--- src/rtl/dca_matrix_lsu_wdata_packer.sv ---
// dca_matrix_lsu_wdata_packer: packs masked tensor rows into AXI W beats, one burst per descriptor.
module dca_matrix_lsu_wdata_packer #(
  parameter int MATRIX_NUM_COL = 4,
  parameter int BW_TENSOR_SCALAR = 32,
  parameter int BW_LSU_ELEMENT = 32,
  localparam int BW_TENSOR_ROW = MATRIX_NUM_COL*BW_TENSOR_SCALAR,
  localparam int BW_LSU_ELEMENT_ROW = MATRIX_NUM_COL*BW_LSU_ELEMENT,
  localparam int BW_WSTRB = BW_LSU_ELEMENT_ROW/8
) (
  input  logic                          clk,
  input  logic                          rst,
  input  logic                          txn_valid,
  output logic                          txn_ready,
  input  logic [7:0]                    txn_alen,
  input  logic [MATRIX_NUM_COL-1:0]     txn_col_mask,
  input  logic                          txn_is_last,
  input  logic                          tensor_valid,
  output logic                          tensor_ready,
  input  logic [BW_TENSOR_ROW-1:0]      tensor_row,
  output logic                          wvalid,
  input  logic                          wready,
  output logic [BW_LSU_ELEMENT_ROW-1:0] wdata,
  output logic [BW_WSTRB-1:0]           wstrb,
  output logic                          wlast,
  output logic                          done
);
  typedef enum logic {IDLE, BURST} state_t;
  state_t r_state, w_state_nxt;
  logic [7:0] r_alen, r_beat_cnt;
  logic [MATRIX_NUM_COL-1:0] r_mask;
  logic r_is_last, r_pending_done;
  logic w_txn_hs, w_row_hs, w_last_beat;
  logic [BW_LSU_ELEMENT_ROW-1:0] w_wdata;
  logic [BW_WSTRB-1:0] w_wstrb;
  assign w_txn_hs = txn_valid & txn_ready;
  assign w_row_hs = tensor_valid & tensor_ready;
  assign w_last_beat = r_beat_cnt == r_alen;
  always_ff @(posedge clk)
    if (rst) r_state <= IDLE;
    else r_state <= w_state_nxt;
  always_comb
    w_state_nxt = (r_state == IDLE) ? (w_txn_hs ? BURST : IDLE)
                                    : ((w_row_hs & w_last_beat) ? IDLE : BURST);
  // the single output slot frees up in the same cycle it drains, so rows stream without bubbles
  always_comb begin
    txn_ready = r_state == IDLE;
    tensor_ready = (r_state == BURST) & (~wvalid | wready);
  end
  always_comb begin
    w_wdata = '0;
    w_wstrb = '0;
    for (int i = 0; i < MATRIX_NUM_COL; i++) begin
      w_wdata[i*BW_LSU_ELEMENT +: BW_LSU_ELEMENT] = r_mask[i] ? tensor_row[i*BW_TENSOR_SCALAR +: BW_LSU_ELEMENT] : '0;
      w_wstrb[i*(BW_LSU_ELEMENT/8) +: BW_LSU_ELEMENT/8] = {(BW_LSU_ELEMENT/8){r_mask[i]}};
    end
  end
  always_ff @(posedge clk)
    if (rst) begin
      r_alen <= '0;
      r_mask <= '0;
      r_is_last <= 1'b0;
      r_beat_cnt <= '0;
    end else if (w_txn_hs) begin
      r_alen <= txn_alen;
      r_mask <= txn_col_mask;
      r_is_last <= txn_is_last;
      r_beat_cnt <= '0;
    end else if (w_row_hs) r_beat_cnt <= r_beat_cnt + 8'd1;
  always_ff @(posedge clk)
    if (rst) begin
      wvalid <= 1'b0;
      wdata <= '0;
      wstrb <= '0;
      wlast <= 1'b0;
      r_pending_done <= 1'b0;
      done <= 1'b0;
    end else begin
      if (w_row_hs) begin
        wvalid <= 1'b1;
        wdata <= w_wdata;
        wstrb <= w_wstrb;
        wlast <= w_last_beat;
        r_pending_done <= w_last_beat & r_is_last;
      end else if (wready) wvalid <= 1'b0;
      done <= wvalid & wready & r_pending_done;
    end
endmodule

--- config.mk ---
export PLATFORM = sky130hd
export DESIGN_NAME = dca_matrix_lsu_wdata_packer
export DESIGN_NICKNAME = d
export VERILOG_FILES = /design/src/rtl/dca_matrix_lsu_wdata_packer.sv
export SDC_FILE = /design/constraint.sdc
export NUM_CORES = 1
export LEC_CHECK = 0
export BUFFER_PORTS_ARGS = -buffer_cell sky130_fd_sc_hd__buf_2
export CAP_MARGIN = 20
export CORE_MARGIN = 4
export CORE_UTILIZATION = 30
export CTS_BUF_LIST = sky130_fd_sc_hd__clkbuf_16
export DETAILED_ROUTE_END_ITERATION = 10
export PLACE_DENSITY = 0.6
export SETUP_SLACK_MARGIN = 0.1
export SYNTH_ARGS = -nofsm -noshare
export SYNTH_HDL_FRONTEND = slang
export SYNTH_SLANG_ARGS = --single-unit
--- constraint.sdc ---
create_clock -name clk -period 4.3 [get_ports clk]
set_input_delay 0.645 -clock clk [delete_from_list [all_inputs] [get_ports clk]]
set_output_delay 0.645 -clock clk [all_outputs]
set_load 0.01 [all_outputs]
==> reports/metrics.yaml <==
clock_tree:
  cts_root_buf: "clkbuf_16"
  cts.path.max_buffers: 2
  path_clk_slew_ns: 0.07
  cts_buffers: 17
  post_cts_buffers: 0
  cts_max_level: 4
  cts_sinks: 158
  cts.repair.resized: 0
  postCtsHoldBufs: 0
  worstSkewPairLatency_ns: 0.42
  cts_tree: "built"
synth:
  syn-instance-count: 731
  ys_ff_latch: 158
  yosysSeqAreaShare_pct: 52.5
  synth_nets: 878
  ys_warn_count: 0
  synth_cell_types: 22
  syn_area_um2: 6020
  synth.avg_cell_area_um2: 8.23
power:
  leakage_uw: 0.00347
  max-vdd-ir-drop_uv: 272
  p_per_area_nw_per_um2: 410
timing:
  period_minus_slack_ns: 2.42
  finalSetupTns_ns: 0
  worst_pin_slew_ns: 0.890
  rsz0062_at_grt: "false"
  fmax_mhz: 413
  fin_crit_sh_pct: 56.4
  finalSetupViolCount: 0
  fin_ws_ns: 1.88
  report.final.slew_viol_count: 0
  slew_headroom_pct: 40.7
  hold_violations: 0
  finalClockSkew_ns: 0.0137
floorplan:
  num_rows: 51
  die_x_um: 150
  initial_core_util_pct: 30.7
  ios: 295
  dieArea_um2: 22400
  coreArea_um2: 19600
  fp.dieH_um: 150
global_route:
  grt_usage_pct: 16.0
  grt_pass1_vias: 5528
  grt_start_max_net_pins: 80
  grt_remaining_overflow: 0
  grt_antenna_before_repair: 1
  grt_pass1_wl_um: 28600
finish:
  area_growth_pct: 33.0
  nets: 1121
  final_common_cell: "buf_2"
  drive_above_1_share_pct: 33.9
  fin_area_um2: 8000
  layout_common_cells: "buf_2 (293), nand2_1 (170), dfxtp_1 (158)"
  final_cells: 1253
  fillCellCount: 2078
detailed_routing:
  ant_nets: 0
  route.met2.wl_um: 8710
  post_drt_via_cell_ratio: 4.63
  drt_iter0_markers: 216
  highest_layer: "met5"
  avgRoutedWirePerCell_um: 14.8
  first_pass_iters: 4
  wl_um: 18600
  dr_wl_met3_um: 1280
  wl_met1_um: 8120
  drc: 0
  vias: 5806
setup_path:
  regToRegStartpoint: "wvalid"
  worstSetupEndpointType: "register"
  critPathMaxStageDelay_ns: 0.72
  path_cells: "nor2b_1 > or2_4 > buf_12 > nand2_1 > a21oi_1"
  critPathSlowestCell: "or2_4"
  crit_type: "register to register"
  crit_path_max_fanout: 74
  crit_start: "wvalid"
  worstSetupStartpointType: "register"
  worstPathArrival_ns: 2.77
  critical_path_required_ns: 4.65
placement:
  dp_hpwl_um: 12600
  routabilityCongestion: 0.777
  post-place-cells: 1220
  io_buffer_count: 294
  placed_area_um2: 7410
  place_ws_ns: 1.48
flow_run:
  cap_violations: 0
worst_hold_path:
  holdCritStartpoint: "wdata[19]"
  hold_path_class: "register to register"
outcome:
  outcome: "finished clean"
metal layers:
metal / vias to the layer above / track usage [%]
met5: - / 0
met4: 2 / 6.36
met3: 39 / 4.48
met2: 192 / 26.1
met1: 2646 / 20.0
li1: 2927 / -
worst max-delay path, delay by kind of cell, from the launching register on:
| kind | cells | cell delay (ns) |
|---|---|---|
| and+or+nand+nor | 3 | 1.44 |
| buffers and inverters | 1 | 0.39 |
| DFF | 1 | 0.35 |
| AOI/OAI and AO/OA | 1 | 0.13 |
report_power, final:
| part | total [uW] | leakage [uW] | internal (uW) | switching (uW) |
|---|---|---|---|---|
| Clock | 1540 | 0.000294 | 912 | 625 |
| Sequential | 1500 | 0.00128 | 1490 | 16.1 |
| Combinational | 244 | 0.00190 | 88.5 | 155 |
sequential cells by signal, summed over array words and instances (netlist names):
register / count
wdata: 128
r_alen: 8
r_beat_cnt: 8
r_mask: 4
wstrb: 4
done: 1
r_is_last: 1
r_pending_done: 1
r_state: 1
wlast: 1
wvalid: 1
worst paths after layout:
kind | end | slack, ns | cells past startpoint
max | wdata[58] | 1.88 | 5
min | wdata[19] | 0.45 | 2
max reg2reg | wdata[58] | 1.88 | 5
min reg2reg | wdata[19] | 0.45 | 2
layout make-up:
class	instances	area [um2]	area share, %
Clock buffer	17	425	5.31
Clock inverter	15	170	2.13
Sequential cell	158	3160	39.5
Inverter	1	3.75	0.0469
Timing Repair Buffer	303	1570	19.6
Antenna cell	1	2.50	0.0313
Tap cell	265	332	4.14
Multi-Input combinational cell	493	2340	29.2
synth_stat cells:
library cell | number | area (um2)
nand2_1 | 170 | 638
dfxtp_1 | 158 | 3160
a21oi_1 | 148 | 741
nand3_1 | 131 | 656
clkbuf_1 | 32 | 120
buf_6 | 21 | 236
buf_4 | 14 | 105
buf_2 | 12 | 60.1
nor2_1 | 12 | 45.0
xor2_1 | 8 | 70.1
xnor2_1 | 7 | 61.3
nor4_1 | 5 | 31.3
nand4_1 | 2 | 12.5
nor2b_1 | 2 | 12.5
nor3b_1 | 2 | 15.0
and4b_1 | 1 | 10.0
ha_1 | 1 | 12.5
inv_1 | 1 | 3.75
nor3_1 | 1 | 5.00
nor4b_1 | 1 | 8.76
or2_1 | 1 | 6.26
or2_2 | 1 | 6.26
through the flow:
| step | hold WS, ns | total power (uW) | util (%) |
|---|---|---|---|
| 6_report | 0.446 | 3280 | 40.9 |
| 5_1_grt | 0.449 | 3420 | 40.8 |
| 4_1_cts | 0.431 | 3340 | 40.8 |
| 3_5_place_dp | 0.440 | 1780 | 37.8 |
| 3_3_place_gp | 0.435 | 1780 | 37.8 |
| 2_1_floorplan | 0.428 | 1680 | - |
cells by family after synthesis:
logic type               after synthesis  synth area share [%]
adder cells (fa/ha/maj)                1                 0.208
AO/OA/AOI/OAI                        148                  12.3
buffers and inverters                 80                  8.73
XOR/XNOR                              15                  2.18
AND/OR/NAND/NOR                      329                  24.0
flip-flops                           158                  52.5
(Power assumes the default switching activity.)
